--- config.mk ---
export PLATFORM = sky130hd
export DESIGN_NAME = dmni_mem_arbiter
export DESIGN_NICKNAME = d
export VERILOG_FILES = /design/src/rtl/dmni_mem_arbiter_pkg.sv /design/src/rtl/dmni_mem_arbiter_rr_picker.sv /design/src/rtl/dmni_mem_arbiter.sv
export SDC_FILE = /design/constraint.sdc
export NUM_CORES = 1
export LEC_CHECK = 0
export ABC_AREA = 1
export BUFFER_PORTS_ARGS = -buffer_cell sky130_fd_sc_hd__buf_2
export CAP_MARGIN = 5
export CORE_AREA = 2 2 137 139
export CTS_CLUSTER_SIZE = 40
export DETAILED_ROUTE_END_ITERATION = 8
export DIE_AREA = 0 0 139 141
export HOLD_SLACK_MARGIN = 0.02
export SKIP_CTS_REPAIR_TIMING = 1
export SYNTH_ARGS = -nofsm -noshare
export SYNTH_HDL_FRONTEND = slang
export SYNTH_SLANG_ARGS = --single-unit
--- constraint.sdc ---
create_clock -name clk_i -period 2.9 [get_ports clk_i]
set_input_delay 0 -clock clk_i [delete_from_list [all_inputs] [get_ports clk_i]]
set_output_delay 0 -clock clk_i [all_outputs]
set_load 0.1 [all_outputs]
--- src/rtl/dmni_mem_arbiter_pkg.sv ---
// Shared types for the DMNI memory-port arbiter.
// One muxed memory request bundle and the port read latency.
package dmni_mem_arbiter_pkg;

   localparam int unsigned MEM_LATENCY = 1;
   localparam int unsigned MEM_ADDR_W  = 32;

   typedef struct packed {
      logic [3:0]            we;
      logic [MEM_ADDR_W-1:0] addr;
      logic [31:0]           wdata;
   } mem_req_t;

endpackage

--- src/rtl/dmni_mem_arbiter_rr_picker.sv ---
// Combinational round-robin picker.
// Returns a one-hot grant for the first asserted request at or after start.
module dmni_rr_picker
   import dmni_mem_arbiter_pkg::*;
#(
   parameter int unsigned N_REQ = 3,
   localparam int unsigned IDX_W = (N_REQ > 1) ? $clog2(N_REQ) : 1
) (
   input  logic [N_REQ-1:0] req,
   input  logic [IDX_W-1:0] start,
   output logic [N_REQ-1:0] gnt
);

   logic found;

   always_comb begin
      gnt   = '0;
      found = 1'b0;
      for (int i = 0; i < N_REQ; i++) begin
         for (int j = 0; j < N_REQ; j++) begin
            if (!found && req[j] && (j == (int'(start) + i) % N_REQ)) begin
               gnt[j] = 1'b1;
               found  = 1'b1;
            end
         end
      end
   end

endmodule

--- src/rtl/dmni_mem_arbiter.sv ---
// DMNI memory-port arbiter: round-robin with bounded locked bursts.
// One access per cycle; read data returns tagged one cycle after the grant.
module dmni_mem_arbiter
   import dmni_mem_arbiter_pkg::*;
#(
   parameter int unsigned N_REQ     = 3,
   parameter int unsigned MAX_BURST = 16,
   parameter int unsigned ADDR_W    = 32
) (
   input  logic                         clk_i,
   input  logic                         rst_i,
   input  logic [N_REQ-1:0]             req_i,
   input  logic [N_REQ-1:0]             lock_i,
   input  logic [N_REQ-1:0][3:0]        we_i,
   input  logic [N_REQ-1:0][ADDR_W-1:0] addr_i,
   input  logic [N_REQ-1:0][31:0]       wdata_i,
   output logic [N_REQ-1:0]             gnt_o,
   output logic [N_REQ-1:0]             rvalid_o,
   output logic [31:0]                  rdata_o,
   output logic                         mem_en_o,
   output logic [3:0]                   mem_we_o,
   output logic [ADDR_W-1:0]            mem_addr_o,
   input  logic [31:0]                  mem_data_i,
   output logic [31:0]                  mem_data_o
);

   localparam int unsigned IDX_W = (N_REQ > 1) ? $clog2(N_REQ) : 1;
   localparam int unsigned BW    = $clog2(MAX_BURST + 1);

   logic             owner_vld_q;
   logic [IDX_W-1:0] owner_q;
   logic [IDX_W-1:0] rr_ptr_q;
   logic [BW-1:0]    burst_q;

   logic             owner_hit;
   logic             burst_ok;
   logic [IDX_W-1:0] start;
   logic [N_REQ-1:0] rr_gnt;
   logic [N_REQ-1:0] owner_oh;
   logic [N_REQ-1:0] rd_gnt;
   logic [IDX_W-1:0] gidx;
   mem_req_t         sel;

   function automatic logic [IDX_W-1:0] nxt(input logic [IDX_W-1:0] x);
      return (x == IDX_W'(N_REQ - 1)) ? '0 : x + IDX_W'(1);
   endfunction

   assign burst_ok  = burst_q < BW'(MAX_BURST);
   assign owner_hit = owner_vld_q && req_i[owner_q] && burst_ok;
   assign start     = owner_vld_q ? nxt(owner_q) : rr_ptr_q;

   dmni_rr_picker #(.N_REQ(N_REQ)) u_picker (
      .req   (req_i),
      .start (start),
      .gnt   (rr_gnt)
   );

   always_comb begin
      owner_oh = '0;
      rd_gnt   = '0;
      gidx     = '0;
      for (int k = 0; k < N_REQ; k++) begin
         owner_oh[k] = (owner_q == IDX_W'(k));
      end
      if (rst_i)
         gnt_o = '0;
      else if (owner_hit)
         gnt_o = owner_oh;
      else
         gnt_o = rr_gnt;
      for (int k = 0; k < N_REQ; k++) begin
         if (gnt_o[k]) gidx = IDX_W'(k);
         rd_gnt[k] = gnt_o[k] && (we_i[k] == 4'h0);
      end
   end

   // Idle port presents index 0; only the write enables are forced low.
   always_comb begin
      sel.we     = we_i[gidx];
      sel.addr   = MEM_ADDR_W'(addr_i[gidx]);
      sel.wdata  = wdata_i[gidx];
      mem_en_o   = |gnt_o;
      mem_we_o   = mem_en_o ? sel.we : 4'h0;
      mem_addr_o = sel.addr[ADDR_W-1:0];
      mem_data_o = sel.wdata;
   end

   assign rdata_o = mem_data_i;

   always_ff @(posedge clk_i) begin
      if (rst_i) begin
         owner_vld_q <= 1'b0;
         owner_q     <= '0;
         rr_ptr_q    <= '0;
         burst_q     <= '0;
         rvalid_o    <= '0;
      end else begin
         rvalid_o <= rd_gnt;
         if (|gnt_o) begin
            rr_ptr_q <= nxt(gidx);
            if (lock_i[gidx]) begin
               owner_vld_q <= 1'b1;
               owner_q     <= gidx;
               // A forced re-grant to the same owner restarts the burst.
               if (owner_vld_q && (owner_q == gidx) && burst_ok)
                  burst_q <= burst_q + BW'(1);
               else
                  burst_q <= BW'(1);
            end else begin
               owner_vld_q <= 1'b0;
               burst_q     <= '0;
            end
         end else begin
            owner_vld_q <= 1'b0;
            burst_q     <= '0;
         end
      end
   end

endmodule

==> results of run 1 <==
placed cells by master, fill, tap and decap left out, drive strengths merged:
master,count
buf,297
nand2,235
nand3,77
dlygate4sd3,39
inv,28
nor2,17
dfxtp,13
clkbuf,7
o21ai,6
a21oi,5
nand4,3
nor4,3
xor2,3
ha,3
a31oi,2
o22ai,2
nor3,1
o311ai,1
o21bai,1
xnor2,1
flip-flops by register name, indices dropped and copies added, names as in the netlist:
name	count
owner_vld_q	1
rr_ptr_q	2
owner_q	2
rvalid_o	3
burst_q	5
worst reg2reg max path: stages, from the launching register on:
cell and delay, ns:
dfxtp_2 0.34, nor2_2 0.15, nand2_1 0.08, o21ai_2 0.09, inv_1 0.07, ha_1 0.22, nand2_1 0.09, inv_1 0.06
nor2_1 0.11, nand3_1 0.12, nor2_2 0.16, nor3_1 0.07, o21bai_2 0.33, nor4_1 0.08, dlygate4sd3_1 0.57
kinds of logic (layout without fill, tap and decap cells):
kind of cell,after synthesis,count (layout),synth area share (%)
AOI/OAI and AO/OA,17,17,3.66
xor gates and xnor gates,4,4,1.28
adders and majority gates,3,3,1.37
buffers and inverters,82,371,20.7
DFF,13,13,9.52
and+or+nand+nor,336,336,63.5
layer usage:
layer / up-vias / track usage [%] / share of wire [%]
met4: 2 / 1.81 / 0.61
li1: 1985 / - / -
met3: 8 / 3.57 / 6.4
met1: 1823 / 14.4 / 40
met2: 208 / 20.5 / 53
met5: - / 0 / 0.094
metrics by stage:
step / setup TNS, ns / setup slack (ns)
final: 0 / 0.157
after global placement: 0 / 0.159
after detailed placement: 0 / 0.0971
after global routing: -0.256 / -0.0544
after CTS: -2.66 / -0.179
after floorplan: -0.563 / -0.282
cell type report:
type                            count  area (um^2)
Inverter                           28          130
Fill cell                        1895        12300
Timing Repair Buffer              339         3170
Multi-Input combinational cell    360         2060
Clock buffer                        4         78.8
Tap cell                          234          293
Sequential cell                    13          263
worst paths after layout:
| check | startpoint | endpoint | depth (start not counted) | slack, ns |
|---|---|---|---|---|
| worst min-delay path | lock_i[2] | owner_q[1] | 3 | 0.07 |
| worst max register to register | owner_q[1] | rvalid_o[0] | 14 | 0.23 |
| worst min register to register | rr_ptr_q[0] | rr_ptr_q[0] | 2 | 0.48 |
| worst max-delay path | owner_q[1] | mem_addr_o[12] | 19 | 0.16 |
==> results_dict.tcl, run 1 <==
set metrics [dict create \
    avgViaCountPerCell 4.12 \
    grt_pass1_wl_mm 18.6 \
    antenna_found_initial 1 \
    synth_common_cells "nand2_1 (186), nand2_2 (44), nand3_2 (41)" \
    htreeDepth 1 \
    synth.ff_latch_count 13 \
    diodes 0 \
    start_kind "flip-flop" \
    cpMaxStageDelayCell "dfxtp_2" \
    die_area_um2 19600 \
    io_pins 351 \
    maxSlewViolCount 0 \
    fin_crit_sh_pct 94.6 \
    root_buffer "clkbuf_16" \
    utilization_pct 32.8 \
    num-nets-final 992 \
    synth_top_area_share_pct 25.5 \
    rsz0062_at_grt "yes" \
    fp.dieW_um 139 \
    grt_max_degree 39 \
    path_delay_family "simple AND/OR/NAND/NOR gates" \
    cts_tree "built" \
    grt_pass1_vias 3565 \
    drc 0 \
    wire_per_inst_um 14.2 \
    synth_top_cells_by_area "nand2_1 (26%), nand3_2 (15%), nand2_2 (10%), buf_4 (9.9%), dfxtp_1 (9.5%)" \
    endpoint_kind "output pin" \
    synth.most_common_cell "nand2_1" \
    drt_iter0_markers 158 \
    skew_ns 0.00479 \
    grt_use_total_pct 11.7 \
    syn_avg_cell_area_um2 6.01 \
    ys.flop_type "dfxtp_1" \
    ant_nets 0 \
    post-dp-hpwl_mm 10.7 \
    start_util_pct 15.0 \
    fin_cells 978 \
    synth_cells 455 \
    dr.pass1.iters 4 \
    crit_buf_inv 5 \
    synth_area_um2 2730 \
    cts.sinks 13 \
    finalHoldViolations 0 \
    postRouteWirelength_mm 13.9 \
    status "finished clean" \
    slew_headroom_pct 30.9 \
    syn_to_final_growth_pct 119 \
    placedCellCount 928 \
    placed_area_um2 5210 \
    max_stage_delay_ns 0.34 \
    numCtsBuffers 3 \
    async_flop_share_pct 0 \
    stdcell_area_um2 5990 \
    synth_top_cell_by_area "nand2_1" \
    worst_hold_slack_ns 0.0716 \
    ys_warn_count 0 \
    clock.fmax_ghz 0.365 \
    die_y_um 141 \
    cp_data_arrival_time_ns 2.74 \
    tightest_slew_ns 1.03 \
    synth.distinct_cells 28 \
    clk_latency_ns 0.24 \
    crit_chain "nor2_2 -> nand2_1 -> o21ai_2 -> inv_1 -> ha_1 -> nand2_1 -> inv_1 -> nor2_1 -> nand3_1 -> nor2_2 -> nor2_2 -> nand2_2 -> nand2_8 -> nand2_8 -> inv_12 -> buf_16 -> nand2_1 -> nand3_2 -> buf_12" \
    holdCritPathClass "in2reg" \
    worstSetupPathType "reg2out" \
    clk_pin_slew_ns 0.05 \
    finalSetupViolCount 0 \
    crit_required_ns 2.90 \
    port_buffers 286 \
    critPathMaxFanout 22 \
    synth_edf_count 0 \
    seq_area_frac_synth_pct 9.52 \
    vias 4026 \
    core_region_area_um2 18300 \
    synth_nets 702 \
    post-route-min-period_ns 2.74 \
    grt-ovfl-total 0 \
    rows 50 \
    cts_buffer_depth 2 \
    drive_gt1_share_pct 57.5 \
    maxCapViolations 0 \
    routabilityCongestion 0.851 \
]
Power of run 1 is left out: the tool's default activity adds up to more than one toggle a clock period on the data nets, which glitch-free logic cannot reach.
==> run 2, diff against run 1 <==
Settings changed: CORE_AREA 2 2 137 139 to 2 2 135 137, DIE_AREA 0 0 139 141 to 0 0 137 139, SYNTH_HIERARCHICAL from default to 1.
==> run 2 against run 1 <==
Setup slack worse by 0.14 ns. Synthesized cell count shrank 1.8%. Non-clock buffer count is 7 higher. Critical path type unchanged. Final cell count is 0.82% lower. Largest cell class unchanged. Global-route usage rose by 0.87 points. Wire length grew 7.1%.
==> results_dict.tcl, run 2 <==
set metrics [dict create \
    critPathMaxFanout 13 \
    tightest_slew_ns 1.02 \
    antenna_found_initial 1 \
    synth_top_area_share_pct 28.4 \
    num-nets-final 989 \
    routabilityCongestion 0.822 \
    ys_warn_count 6 \
    synth_top_cell_by_area "nand2_1" \
    cts.sinks 13 \
    port_buffers 286 \
    synth_area_um2 2470 \
    r2r_slack_ns 0.19 \
    die_y_um 139 \
    synth_common_cells "nand2_1 (187), nand3_1 (56), buf_4 (45)" \
    synth.most_common_cell "nand2_1" \
    setup_tns_ns 0 \
    cts_tree "built" \
    fin_crit_sh_pct 99.3 \
    io_pins 351 \
    drc 0 \
    preCtsSetupSlack_ns 0.182 \
    grt_use_total_pct 12.6 \
    drt_iter0_markers 136 \
    drive_gt1_share_pct 62.1 \
    die_area_um2 19000 \
    synth_nets 694 \
    post-route-min-period_ns 2.88 \
    synth.distinct_cells 32 \
    clock.fmax_ghz 0.347 \
    ant_nets 0 \
    maxCapViolations 0 \
    root_buffer "clkbuf_16" \
    min_path_cells 2 \
    skew_ns 0.00156 \
    placedCellCount 914 \
    grt_pass1_wl_mm 19.3 \
    clk_latency_ns 0.24 \
    start_util_pct 14.0 \
    finalHoldViolations 0 \
    grt_max_degree 41 \
    top_register "burst_q" \
    vias 4106 \
    synth_edf_count 0 \
    worstSetupPathType "reg2out" \
    largest_registers "burst_q: 5 flops, rvalid_o: 3 flops" \
    seq_area_frac_synth_pct 10.5 \
    grt-ovfl-total 0 \
    start_kind "flip-flop" \
    numCtsBuffers 3 \
    post-dp-hpwl_mm 11.1 \
    setup_slack_ns 0.0210 \
    crit_required_ns 2.90 \
    holdCritPathClass "in2reg" \
    endpoint_kind "output pin" \
    wire_per_inst_um 15.3 \
    ys.flop_type "dfxtp_1" \
    slew_headroom_pct 31.5 \
    grt_pass1_vias 3932 \
    dr.pass1.iters 4 \
    fp.dieW_um 137 \
    clk_pin_slew_ns 0.04 \
    syn_avg_cell_area_um2 5.54 \
    rows 49 \
    worst_hold_slack_ns 0.0200 \
    largest_register_ffs 5 \
    synth.ff_latch_count 13 \
    syn_to_final_growth_pct 171 \
    whs_endpoint "owner_q[1]" \
    reg2reg_to "burst_q[0]" \
    r2r_start "owner_q[1]" \
    status "finished clean" \
    reg2reg_depth 23 \
    maxSlewViolCount 0 \
    async_flop_share_pct 0 \
    diodes 0 \
    postRouteWirelength_mm 14.9 \
    finalSetupViolCount 0 \
    avgViaCountPerCell 4.23 \
    synth_top_cells_by_area "nand2_1 (28%), buf_4 (14%), nand3_1 (11%), dfxtp_1 (11%), o22ai_1 (5.1%)" \
    mostFrequentLayoutCells "buf_2 (216), nand2_1 (168), buf_12 (74)" \
    fin_cells 970 \
    holdCritStartpoint "rst_i" \
    final_common_cell "buf_2" \
    cp_data_arrival_time_ns 2.88 \
    htreeDepth 1 \
    synth_cells 447 \
    core_region_area_um2 17700 \
    cts_buffer_depth 2 \
    rsz0062_at_grt "yes" \
]
run 2: cell count changes after synthesis, sizes merged, moves of 4 or more:
cell | before | now
nand3 | 77 | 61
o22ai | 2 | 20
o21ai | 6 | 26
buf | 50 | 54
nand2 | 235 | 197
inv | 28 | 33
nor3 | 1 | 5
run 2: through the flow:
| stage | instance area (um^2) | utilization (%) |
|---|---|---|
| final | 6700 | 37.9 |
| after global routing | 6700 | 37.9 |
| after CTS | 5930 | 33.6 |
| after detailed placement | 5850 | 33.1 |
| after global placement | 5850 | 33.1 |
| after floorplan | 3400 | - |
run 2: how the worst max path moves through the flow:
stage	start	endpoint	slack (ns)	cells past startpoint
6_report	owner_q[1]	mem_we_o[1]	0.02	23
2_1_floorplan	owner_q[0]	mem_addr_o[2]	-0.13	20
4_1_cts	owner_vld_q	mem_addr_o[7]	-0.08	21
3_5_place_dp	owner_vld_q	mem_addr_o[7]	0.18	21
3_3_place_gp	owner_vld_q	mem_addr_o[7]	0.23	21
5_1_grt	owner_q[1]	mem_we_o[1]	-0.17	23
run 2: per-layer routing:
metal,up-vias,track usage [%],part of all wire (%)
met5,-,0,0
met4,0,0.814,0.22
met3,4,4.20,9.3
met2,205,23.1,51
met1,1893,14.5,39
li1,2004,-,-
run 2: critical path, stage by stage (launching register included):
cell        delay [ns]
dfxtp_4           0.36
nor2_4            0.11
nand2_1           0.07
nand2_2           0.07
inv_2             0.04
ha_4              0.28
nand2_4           0.06
nand2_4           0.08
inv_2             0.04
nand3_2           0.08
nand3_2           0.10
nor2_2            0.11
nor2_1            0.04
nand2_1           0.06
inv_1             0.04
nand2_2           0.08
nand3_4           0.15
nand2_4           0.16
inv_8             0.09
nand2_8           0.09
inv_2             0.07
a31o_1            0.21
clkinvlp_4        0.08
buf_12            0.16
run 2: cells by family (layout without fill, tap and decap cells):
logic type      count (synthesis)  count (layout)  synth area share, %
fa+ha+maj                       3               3                 1.52
simple gates                  282             282                 51.2
flops                          13              13                 10.5
buf+inv                        89             383                 22.4
xor+xnor                        3               3                 1.06
compound gates                 57              57                 13.3
run 2: final cells by class:
| class | count | area [um^2] |
|---|---|---|
| Clock buffer | 4 | 78.8 |
| Fill cell | 1800 | 11000 |
| Inverter | 33 | 148 |
| Multi-Input combinational cell | 345 | 2710 |
| Sequential cell | 13 | 268 |
| Tap cell | 229 | 287 |
| Timing Repair Buffer | 346 | 3210 |
Power of run 2 is left out for the same reason.
==> run 3, diff against run 2 <==
Settings changed: ABC_AREA 1 to default, CORE_AREA 2 2 135 137 to 2 2 137 139, DIE_AREA 0 0 137 139 to 0 0 139 141.
==> run 3 against run 2 <==
The flow now finishes with violations (setup timing). Sequential share of layout area is 0.32 points lower. Global-route usage is 1.6 points lower. Wire length is 5.0% lower. Non-clock buffer count is 16 higher. Via count is 5.8% lower. Design area is 8.6% higher. Flip-flop and latch count stayed put. Register-to-register slack worse by 0.11 ns. Final cell count is 7.2% lower. Critical endpoint is now mem_data_o[1]. Largest cell class unchanged.
==> results_dict.tcl, run 3 <==
set metrics [dict create \
    syn_avg_cell_area_um2 7.38 \
    tightest_slew_ns 1.03 \
    synth_nets 606 \
    core_region_area_um2 18300 \
    port_buffers 286 \
    post-dp-hpwl_mm 10.1 \
    synth_common_cells "nand2_1 (69), mux2i_1 (64), buf_4 (42)" \
    grt_use_total_pct 10.9 \
    diodes 0 \
    skew_ns 0.000963 \
    htreeDepth 1 \
    met2_usage_pct 19.2 \
    root_buffer "clkbuf_16" \
    grt_max_degree 33 \
    setup_tns_ns -4.44 \
    cp_data_arrival_time_ns 3.03 \
    seq_area_frac_synth_pct 9.83 \
    synth_top_cells_by_area "mux2i_1 (24%), buf_4 (12%), dfxtp_1 (9.8%), nand2_1 (9.8%), o21ai_1 (7.4%)" \
    status "complete, but fails checks" \
    dr.pass1.iters 5 \
    met3_usage_pct 2.11 \
    clock.fmax_ghz 0.330 \
    combPwrFrac_pct 94.6 \
    worstSetupPathType "reg2out" \
    async_flop_share_pct 0 \
    final_common_cell "buf_2" \
    ys.flop_type "dfxtp_1" \
    drive_gt1_share_pct 74.0 \
    worst_hold_slack_ns 0.0214 \
    top_register "burst_q" \
    drc 0 \
    cts.sinks 13 \
    multi_input_area_um2 3200 \
    irDropWorstVdd_mv 0.836 \
    vias 3868 \
    rsz0062_at_grt "yes" \
    postRouteWirelength_mm 14.1 \
    num-nets-final 914 \
    cts_tree "built" \
    maxSlewViolCount 0 \
    holdCritPathClass "in2reg" \
    max_stage_delay_ns 0.37 \
    ant_nets 0 \
    p_leak_nw 2.95 \
    violations "setup timing" \
    synth_cells 359 \
    die_area_um2 19600 \
    num-fill-cells 1756 \
    mostFrequentLayoutCells "buf_2 (215), buf_12 (79), nand2_1 (68)" \
    seq_area_um2 268 \
    power_frac_clock_pct 2.8 \
    syn_to_final_growth_pct 175 \
    io_pins 351 \
    placedCellCount 847 \
    grt_pass1_vias 3481 \
    seqPwrFrac_pct 2.6 \
    p_int_mw 3.80 \
    fin_crit_sh_pct 105 \
    synth.distinct_cells 54 \
    drt_iter0_markers 78 \
    synth.ff_latch_count 13 \
    synth_area_um2 2650 \
    ys_warn_count 6 \
    setup_slack_ns -0.134 \
    rows 50 \
    cts_buffer_depth 2 \
    endpoint_kind "output pin" \
    avgViaCountPerCell 4.30 \
    start_kind "flip-flop" \
    slew_headroom_pct 31.4 \
    cpMaxStageDelayCell "dfxtp_4" \
    fp.dieW_um 139 \
    grt-ovfl-total 0 \
    crit_chain "mux2_4 -> buf_4 -> ha_1 -> nand2_1 -> o32ai_4 -> a32oi_2 -> a21oi_4 -> buf_12 -> buf_12 -> buf_12 -> mux2i_4 -> o21ai_4 -> buf_12" \
    largest_register_ffs 5 \
    p_sw_mw 5.44 \
    p_per_area_nw_per_um2 1270 \
    fin_cells 900 \
    finalSetupViolCount 60 \
    power.total_mw 9.23 \
    antenna_found_initial 0 \
    die_y_um 141 \
    synth.most_common_cell "nand2_1" \
    critPathMaxFanout 8 \
    synth_top_cell_by_area "mux2i_1" \
    start_util_pct 14.5 \
    clk_pin_slew_ns 0.04 \
    grt_pass1_wl_mm 17.7 \
    finalHoldViolations 0 \
    maxCapViolations 0 \
    crit_buf_inv 5 \
    largest_registers "burst_q: 5 flops, rvalid_o: 3 flops" \
    grt_busiest_layer "met2" \
    clk_latency_ns 0.24 \
    crit_top_cell "buf_12" \
    path_delay_family "buffers and inverters" \
    wire_per_inst_um 15.7 \
    numCtsBuffers 3 \
    p_sw_share_pct 58.9 \
    crit_required_ns 2.90 \
    routabilityCongestion 0.791 \
    post-route-min-period_ns 3.03 \
    synth_top_area_share_pct 24.2 \
    synth_edf_count 0 \
    use_met1_pct 14.0 \
]
-- run 3: tightest hold or removal path: stages --
cell,delay (ns)
buf_2,0.09
or4_1,0.10
nor2_1,0.03
-- run 3: worst paths after layout --
kind              slack [ns]            end         from  cells past startpoint
setup / recovery       -0.13  mem_data_o[1]  owner_vld_q                     13
hold reg to reg         0.48     burst_q[4]   burst_q[3]                      2
setup reg to reg        0.08     owner_q[1]  owner_vld_q                     12
hold / removal          0.02    rvalid_o[0]      we_i[3]                      3
-- run 3: cell type report --
cell class	instances	area share, %
multi-input cells	277	44.0
inverters	10	0.911
clock buffers	4	1.08
well taps	234	4.02
flip-flops and latches	13	3.68
repair buffers	362	46.3
-- run 3: power groups by stage --
stage / combinational (mW) / sequential (mW) / clock, mW
2_1_floorplan: 5.37 / 0.237 / 0
5_1_grt: 8.98 / 0.242 / 0.272
6_report: 8.74 / 0.237 / 0.262
3_5_place_dp: 7.70 / 0.235 / 0
3_3_place_gp: 7.67 / 0.234 / 0
4_1_cts: 7.71 / 0.232 / 0.266
-- run 3: cells by family (layout without fill, tap and decap cells) --
kind of cell,count (synthesis),in the layout,synth area share [%]
mux,66,66,25.5
compound gates,97,97,25.7
buf+inv,69,376,17.6
simple gates,109,109,19.3
fa+ha+maj,3,3,1.42
flops,13,13,9.83
xor+xnor,2,2,0.661
-- run 3: routing by layer --
layer,vias to the layer above,routed length [um]
li1,1872,-
met2,192,7570
met4,0,76
met3,6,851
met5,-,0
met1,1798,5630
-- run 3: per-stage QoR --
step                worst slack [ns]  util, %  instance area [um^2]
floorplan                     -0.157        -                  3420
detailed placement           -0.0813     33.3                  6080
global placement             -0.0248     33.3                  6080
finish                        -0.134     39.8                  7280
global route                  -0.272     39.8                  7280
CTS                           -0.344     33.7                  6160
(Power assumes the default switching activity.)
